===== src/rtl/adder_seq_ctrl.sv =====
// adder_seq_ctrl
// Sequencing front-end for a 16-bit ripple adder that updates its 32-bit
// zero-extended sum on the rising edge of its count strobe. The block:
//   - accepts one operand pair at a time over a valid/ready handshake,
//   - drives the adder operands and strobe from registers so they are glitch-free,
//   - captures the adder sum and presents it downstream over valid/ready,
//   - counts completed output handshakes and flags a malformed adder output.
//
// Ports:
//   clk        rising-edge clock
//   rst        synchronous active-high reset
//   in_valid   operand pair valid
//   in_a       operand A (16)
//   in_b       operand B (16)
//   in_ready   block can accept an operand pair (IDLE only)
//   add_a      registered operand A, to the adder's A (16)
//   add_b      registered operand B, to the adder's B (16)
//   add_count  registered strobe, to the adder's count
//   add_sum    adder result (32)
//   out_valid  result valid (HOLD only)
//   out_sum    captured adder result (32)
//   out_err    captured add_sum[31:17] was nonzero
//   out_ready  downstream accepts the result
//   op_count   completed output handshakes, wraps (16)

module adder_seq_ctrl (
  input  logic        clk,
  input  logic        rst,
  input  logic        in_valid,
  input  logic [15:0] in_a,
  input  logic [15:0] in_b,
  output logic        in_ready,
  output logic [15:0] add_a,
  output logic [15:0] add_b,
  output logic        add_count,
  input  logic [31:0] add_sum,
  output logic        out_valid,
  output logic [31:0] out_sum,
  output logic        out_err,
  input  logic        out_ready,
  output logic [15:0] op_count
);

  typedef enum logic [2:0] {
    IDLE,
    DRIVE,
    STROBE,
    CAPTURE,
    HOLD
  } state_e;

  state_e      state_q, state_d;
  logic [15:0] addA_q, addA_d;
  logic [15:0] addB_q, addB_d;
  logic [31:0] outSum_q, outSum_d;
  logic        outErr_q, outErr_d;
  logic [15:0] opCount_q, opCount_d;
  logic        inReady_q, inReady_d;
  logic        outValid_q, outValid_d;
  logic        addCount_q, addCount_d;

  // Next-state and datapath decisions. The handshake flags and the strobe are
  // decoded from the *next* state so that, once registered, each one is high
  // exactly while the FSM sits in its state and never depends on an input
  // combinationally.
  always_comb begin
    state_d   = state_q;
    addA_d    = addA_q;
    addB_d    = addB_q;
    outSum_d  = outSum_q;
    outErr_d  = outErr_q;
    opCount_d = opCount_q;

    case (state_q)
      IDLE: begin
        if (in_valid) begin
          addA_d  = in_a;
          addB_d  = in_b;
          state_d = DRIVE;
        end
      end
      DRIVE:   state_d = STROBE;
      STROBE:  state_d = CAPTURE;
      CAPTURE: begin
        // The adder has had a full cycle since the strobe edge to settle.
        // Bits above 16 can never be set by a 16+16 add, so any of them
        // being high means the adder output is malformed.
        outSum_d = add_sum;
        outErr_d = |add_sum[31:17];
        state_d  = HOLD;
      end
      HOLD: begin
        if (out_ready) begin
          opCount_d = opCount_q + 16'd1;
          state_d   = IDLE;
        end
      end
      default: state_d = IDLE;
    endcase

    inReady_d  = (state_d == IDLE);
    outValid_d = (state_d == HOLD);
    addCount_d = (state_d == STROBE);
  end

  // All state lives here. Reset takes priority over everything, including a
  // HOLD handshake, so a reset in STROBE drops the strobe on that same edge
  // and the in-flight result is simply lost.
  always_ff @(posedge clk) begin
    if (rst) begin
      state_q    <= IDLE;
      addA_q     <= 16'd0;
      addB_q     <= 16'd0;
      outSum_q   <= 32'd0;
      outErr_q   <= 1'b0;
      opCount_q  <= 16'd0;
      inReady_q  <= 1'b1;
      outValid_q <= 1'b0;
      addCount_q <= 1'b0;
    end else begin
      state_q    <= state_d;
      addA_q     <= addA_d;
      addB_q     <= addB_d;
      outSum_q   <= outSum_d;
      outErr_q   <= outErr_d;
      opCount_q  <= opCount_d;
      inReady_q  <= inReady_d;
      outValid_q <= outValid_d;
      addCount_q <= addCount_d;
    end
  end

  assign in_ready  = inReady_q;
  assign out_valid = outValid_q;
  assign add_count = addCount_q;
  assign add_a     = addA_q;
  assign add_b     = addB_q;
  assign out_sum   = outSum_q;
  assign out_err   = outErr_q;
  assign op_count  = opCount_q;

endmodule

===== config.mk =====
export PLATFORM = sky130hd
export DESIGN_NAME = adder_seq_ctrl
export DESIGN_NICKNAME = d
export VERILOG_FILES = /design/src/rtl/adder_seq_ctrl.sv
export SDC_FILE = /design/constraint.sdc
export NUM_CORES = 1
export LEC_CHECK = 0
export BUFFER_PORTS_ARGS = -buffer_cell sky130_fd_sc_hd__buf_2
export CAP_MARGIN = 20
export CORE_MARGIN = 2
export CORE_UTILIZATION = 41
export DETAILED_ROUTE_END_ITERATION = 7
export PLACE_DENSITY = 0.75
export SYNTH_ARGS = -nofsm -noshare
export SYNTH_HDL_FRONTEND = slang
export SYNTH_SLANG_ARGS = --single-unit

===== constraint.sdc =====
create_clock -name clk -period 1.75 [get_ports clk]
set_input_delay 0.0875 -clock clk [delete_from_list [all_inputs] [get_ports clk]]
set_output_delay 0.0875 -clock clk [all_outputs]
set_load 0.01 [all_outputs]

==> reports/results.tsv <==
stage	metric	value	unit
worst_setup_path	Largest delay share family, worst path	simple AND/OR/NAND/NOR gates	
sta	count of final setup violators	0	
layout	Antenna diodes	0	
sta	post-route setup slack	0.0686	ns
global_routing	initial antenna violation count	0	
global_routing	Total GRT Usage	0.225	
global_routing	global-route wire length before repair	15600	µm
clock_network	clock latency on the worst-skew pair	0.34	ns
worst_hold_path	hold path cells	3	
drt	DR pass1 iterations	4	
yosys	post-synthesis adder-cell area fraction	0.00390	
die	core area	7650	µm²
job	max cap viols	0	
power_and_ir_drop	leak pwr	2.18	nW
clock_network	CTS Buffer Depth	2	
worst_setup_path	CP arrival	1.96	ns
placed_design	HPWL after DPL	5680	µm
worst_hold_path	hold wc startpoint	add_sum[20]	
worst_setup_path	critical-path maximum fanout	6	
worst_setup_path	Buf+Inv Stages, Crit Path	0	
yosys	mux cell area share after synthesis	0.00702	
worst_setup_path	crit path cell chain	nand4bb_4 -> or4_4 -> or3_4 -> a21oi_2	
sta	Fin. Hold Viols	0	
drt	routed vias	3479	
die	Die X	92.5	µm
power_and_ir_drop	Max rail drop VDD	0.000614	V
worst_setup_path	reg2reg path depth	4	
yosys	compound-gate portion of the synthesized area	0.117	
drt	Antenna Nets Post-Route	0	
placed_design	global placer's final weighted congestion	0.768	
worst_hold_path	Min-Delay Path Class	in2reg	
sta	smallest hold slack	0.0224	ns
worst_setup_path	RR Endpoint	op_count[13]$_SDFFE_PP0P_	
die	Starting Density	0.420	
drt	post-DR wirelength/cell	13.5	µm
yosys	sequential fraction of the synthesis area	0.543	
sta	RSZ-0062 raised after global routing	no	
outcome	status	complete, no violations	
sta	total negative slack	0	ns
placed_design	I/O Buffers	151	
worst_setup_path	slack of the worst reg-to-reg path	0.07	ns
worst_setup_path	Startpoint Class	flop	
sta	Clock Skew	0.00722	ns
yosys	largest family of logic cells by synthesized area	simple AND/OR/NAND/NOR gates	
die	I/O Pins	152	
sta	worst slew pin tran	0.562	ns
worst_setup_path	slowest cell on the critical path	or4_4	
clock_network	clock transition at the registers of the reported paths	0.08	ns
worst_setup_path	worst r2r src	state_q[0]$_SDFF_PP0_	
clock_network	CTS tree	done	
clock_network	H-Tree Level Count	3	
worst_setup_path	CP peak stage delay	0.59	ns
layout	most frequent cells in the layout	buf_2, nand2_1, dfxtp_1	
placed_design	pre-CTS WS	0.0349	ns
yosys	Syn Nets	464	
yosys	Ys Warns	0	
drt	DRC	0	
layout	layout cells sized above 1	0.312	
sta	crit share post-route	0.961	
placed_design	dpl cells	632	
global_routing	largest net degree at the start of global routing	39	
yosys	Post-Synth Simple-Gate Area	0.261	
worst_setup_path	CP Data Required Time	2.03	ns
yosys	Post-Synth XOR/XNOR Area	0.0273	
drt	drt via density	4.89	
die	FP Rows	32	
layout	non-filler cells, final	711	
yosys	Mapped Area	3210	µm²
sta	minimum clock period	1.68	ns
yosys	post-synthesis register bit count	87	
worst_setup_path	crit path kind	reg2reg	
worst_setup_path	crit path capture type	flop	
global_routing	global route overflow	0	
yosys	Gate Count Post-Synth	395	
drt	WL final	9560	µm
clock_network	clock sinks	87	
worst_hold_path	Hold EP	out_sum[20]$_SDFFE_PP0N_	
layout	final net count	673	
drt	DR iter-0 viols	141	
layout	synthesis-to-finish area growth	54.9	%
sta	pins over their slew limit	0	
layout	commonest non-fill, non-tap cell in the layout	buf_2	
global_routing	vias in the first global route	3507	
power_and_ir_drop	Power per Cell Area	861	nW/µm²
die	die area	8550	µm²
clock_network	CTS root buf	clkbuf_8	
yosys	Avg Cell Area, Syn	8.12	µm²
sta	max_slew headroom	0.625	
sta	FMAX	595	MHz
yosys	Distinct cells, synth	28	
clock_network	number of CTS-inserted buffers	9	
die	Die H	92.5	µm
## sequential cells by signal, indices dropped and copies added, names as in the netlist
signal and cells:
op_count 16, out_err 1, add_a 16, in_ready 1, out_valid 1, add_count 1
add_b 16, state_q 3, out_sum 32
## layer usage
metal | up-vias | wire (µm) | track usage
met5 | - | 0 | 0
met2 | 137 | 4790 | 0.409
met3 | 29 | 673 | 0.0570
li1 | 1727 | - | -
met1 | 1586 | 3790 | 0.239
met4 | 0 | 314 | 0.114
## Yosys cell counts
| master | n | area [µm²] |
|---|---|---|
| a21oi_1 | 71 | 355 |
| and3_1 | 1 | 6.26 |
| and4_1 | 2 | 17.5 |
| and4bb_2 | 1 | 12.5 |
| buf_2 | 1 | 5.00 |
| buf_6 | 3 | 33.8 |
| clkbuf_1 | 23 | 86.3 |
| dfxtp_1 | 87 | 1740 |
| ha_1 | 1 | 12.5 |
| inv_1 | 2 | 7.51 |
| mux2_2 | 2 | 22.5 |
| nand2_1 | 135 | 507 |
| nand3_1 | 4 | 20.0 |
| nand3b_1 | 2 | 15.0 |
| nand4_1 | 5 | 31.3 |
| nand4bb_1 | 1 | 11.3 |
| nor2_1 | 16 | 60.1 |
| nor2b_1 | 2 | 12.5 |
| nor3_1 | 6 | 30.0 |
| nor4_1 | 7 | 43.8 |
| nor4b_1 | 3 | 26.3 |
| o21ai_0 | 4 | 20.0 |
| or2_2 | 1 | 6.26 |
| or3_1 | 3 | 18.8 |
| or3_2 | 1 | 7.51 |
| or4_4 | 1 | 11.3 |
| xnor2_1 | 8 | 70.1 |
| xor2_1 | 2 | 17.5 |
## what timing repair did
action / in CTS / in global routing
gates resized for setup: 0 / 5
hold buffers: 63 / 0
hold endpoints to repair: 63 / 0
endpoints found under the setup margin: 0 / 4
setup buffers: 0 / 0
## worst max-delay path by stage
stage,startpoint,end,slack (ns),depth (start not counted)
2_1_floorplan,state_q[1]$_SDFF_PP0_,op_count[11]$_SDFFE_PP0P_,-0.01,6
3_3_place_gp,op_count[0]$_SDFFE_PP0P_,op_count[14]$_SDFFE_PP0P_,0.08,5
3_5_place_dp,op_count[0]$_SDFFE_PP0P_,op_count[14]$_SDFFE_PP0P_,0.03,5
4_1_cts,op_count[0]$_SDFFE_PP0P_,op_count[14]$_SDFFE_PP0P_,0.02,5
5_1_grt,state_q[0]$_SDFF_PP0_,op_count[13]$_SDFFE_PP0P_,0.002,4
6_report,state_q[0]$_SDFF_PP0_,op_count[13]$_SDFFE_PP0P_,0.07,4
## worst reg2reg max path: stages, from the launching register on
cell and delay (ns):
dfxtp_1 0.32, nand4bb_4 0.24, or4_4 0.59, or3_4 0.35
a21oi_2 0.13
## cell families (layout without fill, tap and decap cells)
kind of cell	after synthesis	in the layout
AO/OA/AOI/OAI	75	75
XOR/XNOR	10	10
adder cells (fa/ha/maj)	1	1
buffers and inverters	29	243
flip-flops	87	87
multiplexers	2	2
AND/OR/NAND/NOR	191	191
## final cells by class
cell class | instances | area (µm²)
clock buffers | 11 | 141
clock inverters | 5 | 81.3
fillers | 627 | 2680
inverters | 2 | 7.51
multi-input cells | 279 | 1380
flip-flops and latches | 87 | 1740
well taps | 102 | 128
repair buffers | 225 | 1490
## stage by stage
step / power (mW) / cell area (µm²) / utilization
after CTS: 4.30 / 4940 / 0.646
after global routing: 4.47 / 4970 / 0.650
after detailed placement: 2.66 / 4080 / 0.534
after global placement: 2.65 / 4080 / 0.534
after floorplan: 2.43 / 3210 / -
final: 4.28 / 4970 / 0.650
## power by group
part           total, mW  internal [mW]  switching (mW)
sequential          2.11           2.07          0.0434
combinational      0.629          0.308           0.321
clock               1.53          0.844           0.690
total               4.28           3.22            1.05
Power figures use the tool's default switching activity.
